## src/rtl/metrics_counter_bank.sv

```systemverilog
// Purpose : NUM_CNT independent cycle/event counters with free-run or start/stop modes,
//           sticky overflow, wrap/saturate, and an atomic all-channel snapshot.
// Latency : cnt_o updates one cycle after a RUN cycle; snap_o/snap_valid_o one cycle after snap_i.
// Backpressure: none; every input is sampled each cycle and all outputs are registered.
//
// Ports:
//   clk, rst_n                  clock, asynchronous active-low reset
//   cfg_en/clear/evt_mode/trig/sat  per-channel configuration bits (levels)
//   event_i, start_i, stop_i    per-channel event strobe and start/stop triggers
//   snap_i                      snapshot request for all channels
//   cnt_o, snap_o               packed live and snapshot counters (channel i at [i*W +: W])
//   snap_valid_o                one-cycle pulse when snap_o has been reloaded
//   ovf_o, running_o            sticky overflow flags, channel-in-RUN flags
module metrics_counter_bank #(
   parameter int NUM_CNT       = 4,
   parameter int COUNTER_WIDTH = 64
) (
   input  logic                               clk,
   input  logic                               rst_n,
   input  logic [NUM_CNT-1:0]                 cfg_en,
   input  logic [NUM_CNT-1:0]                 cfg_clear,
   input  logic [NUM_CNT-1:0]                 cfg_evt_mode,
   input  logic [NUM_CNT-1:0]                 cfg_trig,
   input  logic [NUM_CNT-1:0]                 cfg_sat,
   input  logic [NUM_CNT-1:0]                 event_i,
   input  logic [NUM_CNT-1:0]                 start_i,
   input  logic [NUM_CNT-1:0]                 stop_i,
   input  logic                               snap_i,
   output logic [NUM_CNT*COUNTER_WIDTH-1:0]   cnt_o,
   output logic [NUM_CNT*COUNTER_WIDTH-1:0]   snap_o,
   output logic                               snap_valid_o,
   output logic [NUM_CNT-1:0]                 ovf_o,
   output logic [NUM_CNT-1:0]                 running_o
);

   typedef enum logic [1:0] {
      ST_IDLE  = 2'd0,
      ST_ARMED = 2'd1,
      ST_RUN   = 2'd2,
      ST_DONE  = 2'd3
   } state_t;

   state_t                   state_q [NUM_CNT];
   state_t                   state_d [NUM_CNT];
   // Trigger mode captured when a channel leaves IDLE, so mid-run changes to
   // cfg_trig only matter after the channel has been disabled.
   logic [NUM_CNT-1:0]       trig_mode_q, trig_mode_d;
   logic [COUNTER_WIDTH-1:0] cnt_q  [NUM_CNT];
   logic [COUNTER_WIDTH-1:0] cnt_d  [NUM_CNT];
   logic [COUNTER_WIDTH-1:0] snap_q [NUM_CNT];
   logic [COUNTER_WIDTH-1:0] snap_d [NUM_CNT];
   logic [NUM_CNT-1:0]       ovf_q, ovf_d;
   logic                     snap_valid_q, snap_valid_d;
   logic [NUM_CNT-1:0]       inc;

   // Channel FSM next state.
   always_comb begin
      trig_mode_d = trig_mode_q;
      for (int i = 0; i < NUM_CNT; i++) begin
         state_d[i] = state_q[i];
         if (!cfg_en[i]) begin
            state_d[i] = ST_IDLE;
         end else begin
            case (state_q[i])
               ST_IDLE: begin
                  trig_mode_d[i] = cfg_trig[i];
                  state_d[i]     = cfg_trig[i] ? ST_ARMED : ST_RUN;
               end
               // start wins over a simultaneous stop: stop only acts from RUN.
               ST_ARMED: if (start_i[i]) state_d[i] = ST_RUN;
               ST_RUN:   if (trig_mode_q[i] && stop_i[i]) state_d[i] = ST_DONE;
               ST_DONE:  state_d[i] = ST_DONE;
               default:  state_d[i] = ST_IDLE;
            endcase
         end
      end
   end

   // Counter, overflow and snapshot next state.
   always_comb begin
      snap_valid_d = snap_i;
      ovf_d        = ovf_q;
      inc          = '0;
      for (int i = 0; i < NUM_CNT; i++) begin
         cnt_d[i]  = cnt_q[i];
         // Snapshot takes the pre-update register value, so a same-cycle
         // clear or increment never leaks into the captured word.
         snap_d[i] = snap_i ? cnt_q[i] : snap_q[i];
         inc[i]    = (state_q[i] == ST_RUN) && (cfg_evt_mode[i] ? event_i[i] : 1'b1);
         if (cfg_clear[i]) begin
            cnt_d[i] = '0;
            ovf_d[i] = 1'b0;
         end else if (inc[i]) begin
            if (&cnt_q[i]) begin
               ovf_d[i] = 1'b1;
               cnt_d[i] = cfg_sat[i] ? cnt_q[i] : '0;
            end else begin
               cnt_d[i] = cnt_q[i] + COUNTER_WIDTH'(1);
            end
         end
      end
   end

   always_ff @(posedge clk or negedge rst_n) begin
      if (!rst_n) begin
         for (int i = 0; i < NUM_CNT; i++) begin
            state_q[i] <= ST_IDLE;
            cnt_q[i]   <= '0;
            snap_q[i]  <= '0;
         end
         trig_mode_q  <= '0;
         ovf_q        <= '0;
         snap_valid_q <= 1'b0;
      end else begin
         for (int i = 0; i < NUM_CNT; i++) begin
            state_q[i] <= state_d[i];
            cnt_q[i]   <= cnt_d[i];
            snap_q[i]  <= snap_d[i];
         end
         trig_mode_q  <= trig_mode_d;
         ovf_q        <= ovf_d;
         snap_valid_q <= snap_valid_d;
      end
   end

   for (genvar g = 0; g < NUM_CNT; g++) begin : g_out
      assign cnt_o[g*COUNTER_WIDTH +: COUNTER_WIDTH]  = cnt_q[g];
      assign snap_o[g*COUNTER_WIDTH +: COUNTER_WIDTH] = snap_q[g];
      assign running_o[g] = (state_q[g] == ST_RUN);
   end

   assign ovf_o        = ovf_q;
   assign snap_valid_o = snap_valid_q;

endmodule

```

## config.mk

```make
export PLATFORM = sky130hd
export DESIGN_NAME = metrics_counter_bank
export DESIGN_NICKNAME = d
export VERILOG_FILES = /design/src/rtl/metrics_counter_bank.sv
export SDC_FILE = /design/constraint.sdc
export NUM_CORES = 1
export LEC_CHECK = 0
export ABC_AREA = 0
export CAP_MARGIN = 20
export CORE_MARGIN = 2
export CORE_UTILIZATION = 47
export DETAILED_ROUTE_END_ITERATION = 7
export PLACE_DENSITY = 0.78
export SYNTH_ARGS = -nofsm -noshare
export SYNTH_HDL_FRONTEND = slang
export SYNTH_SLANG_ARGS = --single-unit
```

## constraint.sdc

```tcl
create_clock -name clk -period 2.4 [get_ports clk]
set_input_delay 0.24 -clock clk [delete_from_list [all_inputs] [get_ports clk]]
set_output_delay 0.24 -clock clk [all_outputs]
set_load 0.005 [all_outputs]
```

==> results.md <==
* Die area at 0.0574 mm²
* DR vias at 27,600
* Highest metal used: met4
* Vias in the first global route at 26,300
* CP Launch Type: register
* Max-cap violations at 0
* CP max FO at 7
* Die Span Y at 240 µm
* Placed Area at 0.0360 mm²
* Ys async rst share at 1.00
* CTS root buf: clkbuf_16
* Placed cells at 4,195
* ANT cells at 0
* Layout Nets at 3,646
* Tot GR Track Use at 0.334
* Worst-Margin Slew at 911 ps
* CTS tree: built
* Grt total ovfl at 0
* Seq cells post-synth at 529
* Post-route clock period utilization at 1.06
* Initial core utilization at 0.474
* Yosys top cell area share at 0.508
* Met1 WL at 40,500 µm
* Synth warn at 0
* Final WS setup at -135 ps
* Cell taking the most area after synthesis: dfrtp_1
* Slew HR at 0.388
* WP data arrival at 3070 ps
* Met2 WL at 50,300 µm
* Met3 WL at 10,400 µm
* H-tree depth at 2
* RSZ-0062 raised after global routing: true
* Finish-stage setup viols at 102
* Port bufs at 555
* Worst R2R Setup Slack at -140 ps
* Leakage at 17.8 nW
* Sequential share of the synthesized area at 0.508
* Hold Fails Final Rpt at 0
* Netlist cell types at 78
* Gate Count Post-Synth at 2,556
* Violated checks: negative setup slack
* First-pass GRT wire length at 150,000 µm
* Routability cong. at 0.983
* Fin. max-slew vios at 0
* Design Power at 21.2 mW
* Pre-antenna DRT Iters at 8
* Dpl hpwl at 72,600 µm
* Largest net degree at the start of global routing at 67
* Synth Net Count at 2,595
* Worst EP required at 2940 ps
* Antenna-violating nets left at 0
* I/O pin count at 556
* DRC viols at 0
* Iter 0 DRT Violations at 3,122
* Core area at 0.0550 mm²
* Share of cells above drive strength 1 at 0.330
* Site row count at 86
* Syn avg cell area at 10.2 µm²
* Ys flop type: dfrtp_1
* Design Area, Final at 0.0408 mm²
* Layout area overhead at 56.5%
* Cts bufs inserted at 56
* CTS clk-pin slew, worst paths at 60 ps
* Mapped Area at 0.0261 mm²
* PwrDens at 520 mW/mm²
* Status: finished, violations left
* Drt total wl at 106,000 µm
* Largest cells by area after synthesis: dfrtp_1, mux2_2, nand3_1
* Core Util, Final at 0.742
* Max Buffers Root-to-Sink at 3
* Peak Freq at 394 MHz
* Die width at 240 µm
* Final Non-Filler Cells at 4,401
* Peak VDD IR at 632 µV
* CP Capture Type: register
* CP Cell Sequence: ha_2, nand4_1, or4_4, or3_4, o21ai_4, buf_6, clkbuf_16, a21oi_2, o21ai_1
* Tmin final at 2540 ps
* Initial antenna violation count at 1
* DR WL/cell at 24.1 µm
* CP max stage cell: or4_4
* Slowest stage delay, CP at 520 ps
* Avg Vias per Cell at 6.27
* Hold Path Class: in -> reg
* Clk_lat worst skew at 620 ps
* Setup TNS at -4770 ps
* Crit Path Category: reg -> reg
* Clk_skew at 20.7 ps
* Number of synthesized flops with an enable pin at 0
* # clock sinks at 529
cell families (layout without fill, tap and decap cells):
| family | Yosys count | after routing | synth area share |
|---|---|---|---|
| AOI/OAI and AO/OA | 499 | 501 | 0.124 |
| adders and majority gates | 4 | 4 | 0.00192 |
| buffers and inverters | 230 | 1325 | 0.0363 |
| DFF | 529 | 529 | 0.508 |
| muxes | 267 | 267 | 0.115 |
| and+or+nand+nor | 1027 | 1027 | 0.215 |
synthesized netlist by cell type (4+ instances only):
cell type,n
a22oi_1,9
o211ai_1,23
nand4b_1,7
o31a_1,7
or4_1,44
o311ai_0,10
nor3_1,59
inv_1,80
clkbuf_1,106
nand3_1,207
or3_1,75
o21ai_0,97
nor2_1,82
o21ai_1,26
and2_1,19
and4_1,32
nor4b_1,6
a31oi_1,105
or2_2,17
nor4_1,43
a2bb2oi_1,13
o21a_1,7
ha_1,4
a21o_1,23
buf_2,28
mux2i_1,5
nand3b_1,12
buf_1,6
o211a_1,4
nand2_1,231
a221oi_1,7
o31ai_1,34
a21oi_1,87
mux2_2,262
and3_1,36
nor2b_1,14
a31o_2,5
nand2b_1,19
nand4_1,104
o41ai_1,4
a41oi_1,12
buf_6,4
buf_4,5
dfrtp_1,529
repair_timing:
| action | in CTS | in global routing |
|---|---|---|
| pin swaps | 6 | 76 |
| hold buffers | 1 | 0 |
| endpoints found under the setup margin | 103 | 210 |
| setup buffers | 3 | 60 |
| cloned | 0 | 38 |
| gates resized for setup | 20 | 328 |
| hold endpoints to repair | 45 | 0 |
report_power, final:
| group | internal [mW] | switching, mW | total [mW] |
|---|---|---|---|
| registers | 9.09 | 0.123 | 9.22 |
| logic | 1.11 | 1.25 | 2.36 |
| clock network | 5.83 | 3.81 | 9.64 |
through the flow:
step	setup slack [ps]	hold WS [ps]
2_1_floorplan	-20.2	-55.6
3_3_place_gp	-125	296
3_5_place_dp	-156	307
4_1_cts	-23.2	103
5_1_grt	-205	149
6_report	-135	141
per-layer routing:
metal  up-vias  global-route usage
li1      11700                   -
met1     13700               0.430
met2      1812               0.551
met3       421              0.0683
met4         0               0.133
met5         -                   0
worst paths after layout:
kind | cells past startpoint | from | end
worst max-delay path | 9 | cnt_o[0]$_DFFE_PN0P_ | cnt_o[45]$_DFFE_PN0P_
worst min-delay path | 2 | snap_i | snap_valid_o$_DFF_PN0_
worst max register to register | 9 | cnt_o[0]$_DFFE_PN0P_ | cnt_o[45]$_DFFE_PN0P_
worst min register to register | 1 | snap_o[45]$_DFFE_PN0P_ | snap_o[45]$_DFFE_PN0P_
max in group asynchronous | 3 | rst_n | snap_o[209]$_DFFE_PN0P_
min in group asynchronous | 2 | rst_n | cnt_o[139]$_DFFE_PN0P_
final cells by class:
cell class / count / area (µm²)
fill: 3638 / 14200
multi-input combinational: 1799 / 13400
clock inverter: 31 / 448
tap: 748 / 936
inverter: 81 / 304
clock buffer: 73 / 1590
sequential: 529 / 13200
timing repair buffer: 1140 / 10900
worst max-delay path, delay by kind of cell, from the launching register on:
kind,cells,cell delay [ps]
DFF,1,360
AOI/OAI and AO/OA,3,460
and+or+nand+nor,3,1100
buffers and inverters,2,340
adders and majority gates,1,190
cells in the final DEF (no fill, tap or decap), drive strengths merged, types with 11 or more instances in the layout:
cell type	n
a21oi	87
dfrtp	529
nand3b	12
or3	77
nand2	231
a41oi	12
clkinv	16
and4	32
o311ai	11
clkbuf	93
clkdlybuf4s50	553
and2	21
mux2	262
o21ai	124
inv	81
o211ai	23
a31oi	105
or2	17
o31ai	34
a21o	23
nor2b	14
bufinv	11
nand4	105
buf	565
nand2b	19
a2bb2oi	13
nor2	82
nor3	60
or4	46
and3	36
nor4	47
nand3	208
registers in the layout, indices dropped and copies added (netlist names):
name	count
snap_valid_o	1
ovf_o	4
trig_mode_q	4
state_q	8
cnt_o	256
snap_o	256
No activity file was read; power rests on OpenSTA's default activity.
